**src/rtl/jump_unit_pkg.sv**
```systemverilog
// jump_unit_pkg: request kinds, FSM state type and the default address width shared with the program counter
package jump_unit_pkg;
  localparam int DEF_ADDR_W = 10;
  localparam logic [1:0] KIND_BR   = 2'd0;
  localparam logic [1:0] KIND_JMP  = 2'd1;
  localparam logic [1:0] KIND_CALL = 2'd2;
  localparam logic [1:0] KIND_RET  = 2'd3;
  typedef enum logic {RUN, SQUASH} state_t;
endpackage

```
**src/rtl/ras_stack.sv**
```systemverilog
// ras_stack: circular return-address LIFO (push/pop/push_data in; top, empty, full, overflow/underflow pulses out)
module ras_stack #(
  parameter int DEPTH = 8,
  parameter int W = 10
) (
  input  logic         clk,
  input  logic         Reset_n,
  input  logic         push,
  input  logic         pop,
  input  logic [W-1:0] push_data,
  output logic [W-1:0] top,
  output logic         empty,
  output logic         full,
  output logic         overflow,
  output logic         underflow
);
  localparam int PW = $clog2(DEPTH);
  logic [W-1:0] mem [DEPTH];
  logic [PW-1:0] ptr, top_idx;
  logic [PW:0] count;
  assign top_idx = ptr - 1'b1;
  assign top = mem[top_idx];
  assign empty = count == '0;
  assign full = count == (PW+1)'(DEPTH);
  assign overflow = push && full;
  assign underflow = pop && empty;
  always_ff @(posedge clk or negedge Reset_n)
    if (!Reset_n) begin
      ptr <= '0;
      count <= '0;
    end else if (push) begin
      ptr <= ptr + 1'b1;
      count <= full ? count : count + 1'b1;
    end else if (pop && !empty) begin
      ptr <= top_idx;
      count <= count - 1'b1;
    end
  always_ff @(posedge clk)
    if (push) mem[ptr] <= push_data;
endmodule

```
**src/rtl/jump_unit.sv**
```systemverilog
// jump_unit: resolves control-flow requests into registered Jump/JumpTo, keeps a RAS, squashes wrong-path requests
module jump_unit
  import jump_unit_pkg::*;
#(
  parameter int ADDR_W = DEF_ADDR_W,
  parameter int RAS_DEPTH = 8,
  parameter int SHADOW = 2
) (
  input  logic              clk,
  input  logic              Reset_n,
  input  logic              req_valid,
  input  logic [1:0]        req_kind,
  input  logic              req_taken,
  input  logic [ADDR_W-1:0] req_pc,
  input  logic [ADDR_W-1:0] req_target,
  output logic              Jump,
  output logic [ADDR_W-1:0] JumpTo,
  output logic              ras_overflow,
  output logic              ras_underflow
);
  localparam int CW = $clog2(SHADOW + 1);
  state_t state;
  logic [CW-1:0] cnt;
  logic eff, taking, push, pop, empty, full, ovf_ev, unf_ev;
  logic [ADDR_W-1:0] top, target, ret_addr;
  assign eff = req_valid && state == RUN;
  assign taking = eff && (req_kind != KIND_BR || req_taken);
  assign push = eff && req_kind == KIND_CALL;
  assign pop = eff && req_kind == KIND_RET;
  assign ret_addr = req_pc + 1'b1;
  always_comb
    target = req_kind == KIND_BR ? req_pc + req_target :
             req_kind == KIND_RET ? (empty ? '0 : top) : req_target;
  ras_stack #(.DEPTH(RAS_DEPTH), .W(ADDR_W)) u_ras (
    .clk(clk),
    .Reset_n(Reset_n),
    .push(push),
    .pop(pop),
    .push_data(ret_addr),
    .top(top),
    .empty(empty),
    .full(full),
    .overflow(ovf_ev),
    .underflow(unf_ev)
  );
  always_ff @(posedge clk or negedge Reset_n)
    if (!Reset_n) begin
      state <= RUN;
      cnt <= '0;
      Jump <= 1'b0;
      JumpTo <= '0;
      ras_overflow <= 1'b0;
      ras_underflow <= 1'b0;
    end else begin
      Jump <= taking;
      if (taking) JumpTo <= target;
      ras_overflow <= ras_overflow || (ovf_ev && full);
      ras_underflow <= ras_underflow || unf_ev;
      if (state == RUN) begin
        if (taking) begin
          state <= SQUASH;
          cnt <= CW'(SHADOW);
        end
      end else if (cnt == CW'(1)) state <= RUN;
      else cnt <= cnt - 1'b1;
    end
endmodule

```
**config.mk**
```make
export PLATFORM = sky130hd
export DESIGN_NAME = jump_unit
export DESIGN_NICKNAME = d
export VERILOG_FILES = /design/src/rtl/jump_unit_pkg.sv /design/src/rtl/ras_stack.sv /design/src/rtl/jump_unit.sv
export SDC_FILE = /design/constraint.sdc
export NUM_CORES = 1
export LEC_CHECK = 0
export CORE_MARGIN = 4
export CORE_UTILIZATION = 61
export CTS_BUF_LIST = sky130_fd_sc_hd__clkbuf_8
export CTS_CLUSTER_DIAMETER = 200
export DETAILED_ROUTE_END_ITERATION = 16
export PLACE_DENSITY = 0.83
export SYNTH_ARGS = -nofsm -noshare
export SYNTH_HDL_FRONTEND = slang
export SYNTH_HIERARCHICAL = 1
export SYNTH_SLANG_ARGS = --single-unit
```
**constraint.sdc**
```tcl
create_clock -name clk -period 3.05 [get_ports clk]
set_input_delay 0.305 -clock clk [delete_from_list [all_inputs] [get_ports clk]]
set_output_delay 0.305 -clock clk [all_outputs]
set_load 0.02 [all_outputs]
```
After elaboration in Yosys (flattened, before gate mapping)
Memory sizes are Yosys's and may differ from the RTL's.
Cells that the tools add are included.
W data, S select, Z words.
{"block": "word_totals", "rom_bits": 0, "latch_bits": 0, "elab_cells": 58, "regBits": 23, "ramBits": 80, "in_bits": 26, "memories": 1}
{"name": "u_ras.mem", "depth": 8, "word_bits": 10, "read_ports": 1, "rd_ports_with_merged_regs": 0, "write_ports": 1, "line": "ras_stack.sv:18", "rtl": "logic [W-1:0] mem [DEPTH];"}
{"block": "op_classes", "add_sub_neg": 7, "eq_ne": 6, "n_shift": 0, "reduce_logical": 19, "mul": 0, "mux": 16, "bitwise_logic": 1, "n_div": 0, "order_cmp": 0}
{"op": "$mux W10", "n": 3}
{"op": "$mux W4", "n": 3}
{"op": "$add A10 B1 Y10 const B", "n": 1}
{"op": "$add A10 B10 Y10", "n": 1}
{"op": "$logic_and A1 B1 Y1", "n": 8}
{"op": "$mux W2", "n": 3}
{"op": "$mux W3", "n": 2}
{"op": "$reduce_bool A2 Y1", "n": 3}
{"op": "$mux W1", "n": 5}
{"op": "$add A4 B1 Y4 const B", "n": 1}
{"op": "$eq A2 B2 Y1 const B", "n": 2}
{"op": "$eq A4 B4 Y1 const B", "n": 1}
{"op": "$logic_not A4 Y1", "n": 1}
{"op": "$ne A2 B2 Y1 const B", "n": 2}
{"op": "$reduce_and A2 Y1", "n": 2}
{"op": "$sub A4 B1 Y4 const B", "n": 1}
{"op": "$add A3 B1 Y3 const B", "n": 1}
{"op": "$logic_or A1 B1 Y1", "n": 3}
{"op": "$sub A3 B1 Y3 const B", "n": 1}
{"op": "$eq A2 B1 Y1 const B", "n": 1}
{"op": "$logic_not A2 Y1", "n": 1}
{"op": "$sub A2 B1 Y2 const B", "n": 1}
{"op": "$logic_not A1 Y1", "n": 1}
{"op": "$not A1 Y1", "n": 1}

Logic depth before layout (Yosys ltp)
{"block": "logic_depth", "depth_word": 6, "ltp_mapped": 12, "depth_no_buf": 9}

By module
Netlist, hierarchy kept.
{"module": "ras_stack", "instances": 1, "cells_each": 172, "area_per_inst_um2": 3659.8}
{"module": "jump_unit", "instances": 1, "cells_each": 172, "area_per_inst_um2": 1471.4}

Worst setup path before layout
Ideal clock, no wire load.
{"block": "synth_path", "path_kind": "reg-to-reg", "startpoint": "reg u_ras.ptr[0]", "endpoint": "reg JumpTo[9]", "n_path_buf": 3, "stages_incl_launch_ff": 12, "t_required_ns": 2.924, "t_arrival_ns": 2.529, "setup_ns": 0.126, "period_less_slack_ns": 2.655, "setup_slack_ns": 0.395, "cell_sequence": "dfrtp_1 > buf_6 > buf_6 > inv_1 > ha_1 > buf_1 > mux4_2 > mux2_2 > a22oi_1 > o22a_1 > nor2_1 > a221o_1"}
{"block": "synth_between", "elab_chain_len": 5}
{"element": "start, declared", "line": "ras_stack.sv:19", "rtl": "logic [PW-1:0] ptr, top_idx;"}
{"element": "start signal, assigned", "line": "ras_stack.sv:32", "rtl": "ptr <= ptr + 1'b1;"}
{"element": "start signal, assigned", "line": "ras_stack.sv:35", "rtl": "ptr <= top_idx;"}
{"element": "$sub A3 B1 Y3", "line": "ras_stack.sv:21", "rtl": "assign top_idx = ptr - 1'b1;"}
{"element": "$mem_v2 Z8 W10"}
{"element": "named net top[9]", "line": "jump_unit.sv:25", "rtl": "logic [ADDR_W-1:0] top, target, ret_addr;"}
{"element": "$mux W10 (2 in a row)", "line": "jump_unit.sv:33", "rtl": "req_kind == KIND_RET ? (empty ? '0 : top) : req_target;"}
{"element": "$mux W10", "line": "jump_unit.sv:32", "rtl": "target = req_kind == KIND_BR ? req_pc + req_target :"}
{"element": "end signal, assigned", "line": "jump_unit.sv:56", "rtl": "if (taking) JumpTo <= target;"}
{"element": "end, declared", "line": "jump_unit.sv:17", "rtl": "output logic [ADDR_W-1:0] JumpTo,"}
The timed path passes the listed nets, and every way through them passes these cells.
A chain may end at the register's enable or synchronous reset.

Worst setup path in the final report
{"block": "layout_path", "startpoint": "reg u_ras.ptr[1]", "endpoint": "reg JumpTo[7]"}
Same word-level chain as after synthesis.

==> impl_results.md <==
* Hpwl dp at 7.531 mm
* Slowest stage delay, CP at ~0.51 ns
* Max Slew Vio Count at 0
* Clock Root Buffer: clkbuf_8
* Max Buffers Root-to-Sink at 2
* Die W at between 90 and 100 µm
* Worst setup margin at about 0.45 ns
* Site Rows at 33
* Total GRT Usage at 0.2314
* Routed via count at 3201
* DIE AREA at between 9000 and 10000 µm²
* Final Setup Violations at 0
* Max-cap violations at 0
* Clock sinks at 103
* Total of warnings raised by yosys at 6
* Hold Crit Start: ras_overflow
* Crit path capture type: flip-flop
* Syn nets at 387
* CP Data Required Time at 3.33 ns
* Drt wl/cell at between 20 and 25 µm
* Worst-Margin Slew at approximately 1.1 ns
* Status: finished, final reports clean
* Part of the power in registers at 0.398
* Worst reg2reg startpoint: u_ras/ptr[1]
* GRT overflow at 0
* Netlist Area Pre-Place at between 5000 and 6000 µm²
* Placed cells at 490
* Ant diodes at 0
* Initial antenna violation count at 0
* Async S/R FF share, synth at 0.2233
* Routed wire length at between 10 and 15 mm
* Post-synthesis register bit count at approximately 100
* FF-to-FF setup slack at between 0.4 and 0.5 ns
* Initial DRT Pass Iterations at 5
* Layout cells sized above 1 at 0.1895
* Final Hold Viols at 0
* FMAX at between 300 and 400 MHz
* Post-synth EDFFs at 80
* Avg Inst Size Synth at 14.92 µm²
* Max_slew headroom at 0.2608
* Post-CTS Hold Buffers at 0
* Final Non-Filler Cells at 506
* Crit path cell chain: inv_1 -> ha_1 -> buf_4 -> mux4_2 -> mux2_4 -> a221oi_1 -> a21oi_1 -> a32o_1
* Cells after Synth at 344
* DRT iter0 DRCs at approximately 250
* RR Endpoint: JumpTo[7]
* Slowest stage cell, crit path: ha_1
* Sw power at ~1.6 mW
* Core ar. at about 8200 µm²
* Post-synthesis cell type count at 62
* Gpl congestion at around 0.84
* First-pass GRT wire length at 17.24 mm
* Area grow syn2layout at 14.34%
* Crit Path Class: flip-flop to flip-flop
* CP Buf/Inv Count at 2
* RSZ-0062 raised after global routing: no
* Worst-path clk slew at 0.11 ns
* Clk_lat worst skew at about 0.38 ns
* WHS Endpoint: ras_overflow
* Clock network power share at 0.178
* Leak Pwr at 2.149 nW
* Combinational group share of total power at 0.423
* Hold depth at 1
* CTS tree: built
* Pre-CTS setup slack at 0.3089 ns
* Peak VDD IR at roughly 0.4 mV
* Worst hold slack at around 0.47 ns
* CP max FO at 8
* Family with the most delay on the worst path: multiplexers
* Switching share of power at 0.3472
* Internal power at between 3 and 4 mW
* Fin crit share at 0.8523
* PD cells at about 800 nW/µm²
* # nets final at 439
* Vias in the first global route at 3254
* Initial Utilization at 0.6245
* Fillers at about 530
* Tmin final at about 2.6 ns
* CP Data Arrival Time at around 2.9 ns
* Worst R2R Path Depth at 8
* Worst hold path class: flip-flop to flip-flop
* Post-cts resize count at 0
* Startpoint types: flip-flop
* H-tree depth at 3
* # DRC at 0
* Via density at 6.326
* Postcts setup bufs at 0
* PortBufs at 38
* Setup TNS at 0 ns
* Final ANT Viol Nets at 0
* Dominant synthesized flop cell: edfxtp_1
* Die H at between 90 and 100 µm
* Largest net degree at the start of global routing at 24
* Total CTS buffers at 9
* Num ports at 39
* Max Clock Skew at between 0.015 and 0.02 ns
* Seq/Total Area, Yosys at 0.5803
==> state kept, by name, indices dropped and copies added, names as in the netlist <==
name	flops
ras_overflow	1
Jump	1
JumpTo	10
ras_underflow	1
u_ras/ptr	3
state	1
u_ras/count	4
cnt	2
u_ras/mem	80
==> Yosys cell counts, drive strengths merged, types with 3 or more instances <==
library cell  instances  area (µm²)
dfrtp                23       575.6
a221oi                7       67.56
and3                  4       25.02
mux4                 21       484.2
nor3                  6       35.03
a22o                  3       26.28
nand3                10       50.05
buf                  10       85.08
nand2b                5       31.28
xnor2                11       96.34
nor2                 15       56.30
edfxtp               80        2402
ha                   15       187.7
o31ai                 4       30.03
nor2b                 4       25.02
nand2                18       67.56
and2                  4       25.02
a21oi                11       55.05
o21ai                13       68.82
xor2                  7       80.08
a21o                  4       30.03
inv                  13       48.80
mux2                 11       153.9
a211oi                5       42.54
mux2i                 3       30.03
clkbuf                5       18.77
==> metrics by stage <==
step           power, mW  cell area (µm²)    util
3_5_place_dp       3.884             5674  0.6906
2_1_floorplan      3.347             5131       -
5_1_grt            4.958             5867  0.7140
3_3_place_gp       3.823             5674  0.6906
4_1_cts            4.715             5867  0.7140
6_report           4.684             5867  0.7140
==> layer usage <==
metal  wire length [µm]  vias up  global-route usage
li1                   -     1454                   -
met1               4500     1610              0.2991
met2               5433      114              0.3879
met3                643       23             0.05750
met4                185        0             0.07143
met5                  0        -                   0
==> power groups by stage <==
stage / Combinational, mW / Clock, mW / Sequential [mW]
global route: 2.14 / 0.923 / 1.89
detailed placement: 1.99 / 0 / 1.90
global placement: 1.94 / 0 / 1.88
CTS: 2.00 / 0.853 / 1.87
floorplan: 1.41 / 0 / 1.94
finish: 1.98 / 0.836 / 1.87
==> kinds of logic (layout without fill, tap and decap cells) <==
logic type | Yosys count | after routing | synth area share
fa+ha+maj | 17 | 17 | 0.04438
mux | 35 | 35 | 0.1302
buf+inv | 28 | 85 | 0.02975
simple gates | 78 | 78 | 0.08437
xor+xnor | 18 | 18 | 0.03438
compound gates | 65 | 65 | 0.09656
flops | 103 | 103 | 0.5803
==> worst max-delay path by stage <==
stage                            start         to  slack, ns  depth (start not counted)
final                     u_ras/ptr[1]  JumpTo[7]       0.45                          8
after global routing      u_ras/ptr[1]  JumpTo[7]       0.24                          8
after CTS                 u_ras/ptr[1]  JumpTo[7]       0.46                          8
after global placement       req_pc[0]  JumpTo[8]       0.36                          8
after floorplan           u_ras/ptr[0]  JumpTo[9]       0.40                         11
after detailed placement     req_pc[0]  JumpTo[8]       0.31                          8
==> cells in the final DEF, fill, tap and decap left out, types with 3 or more instances in the layout <==
| cell type | Yosys | final |
|---|---|---|
| edfxtp_1 | 80 | 80 |
| clkdlybuf4s50_1 | 0 | 38 |
| dfrtp_1 | 23 | 23 |
| nand2_1 | 18 | 18 |
| buf_4 | 1 | 18 |
| mux4_2 | 18 | 18 |
| nor2_1 | 15 | 15 |
| ha_1 | 15 | 15 |
| inv_1 | 13 | 13 |
| o21ai_0 | 12 | 12 |
| xnor2_1 | 11 | 11 |
| a21oi_1 | 11 | 11 |
| nand3_1 | 10 | 10 |
| clkbuf_8 | 0 | 9 |
| mux2_4 | 8 | 8 |
| xor2_1 | 6 | 6 |
| a221oi_1 | 6 | 6 |
| nand2b_1 | 5 | 5 |
| nor3_1 | 5 | 5 |
| and3_1 | 4 | 4 |
| a21o_1 | 4 | 4 |
| nor2b_1 | 4 | 4 |
| a211oi_1 | 4 | 4 |
| o31ai_1 | 4 | 4 |
| and2_1 | 4 | 4 |
| a22o_1 | 3 | 3 |
| mux2i_1 | 3 | 3 |
| inv_8 | 0 | 3 |
| mux4_1 | 3 | 3 |
| mux2_2 | 3 | 3 |
==> cell type report <==
type / instances / area [µm²] / area share
inverters: 13 / 48.80 / 0.008317
repair buffers: 56 / 515.5 / 0.08787
multi-input cells: 213 / 2001 / 0.3410
clock inverters: 7 / 68.82 / 0.01173
flip-flops and latches: 103 / 2978 / 0.5076
well taps: 105 / 131.4 / 0.02239
clock buffers: 9 / 123.9 / 0.02111
No activity file was read; power rests on OpenSTA's default activity.
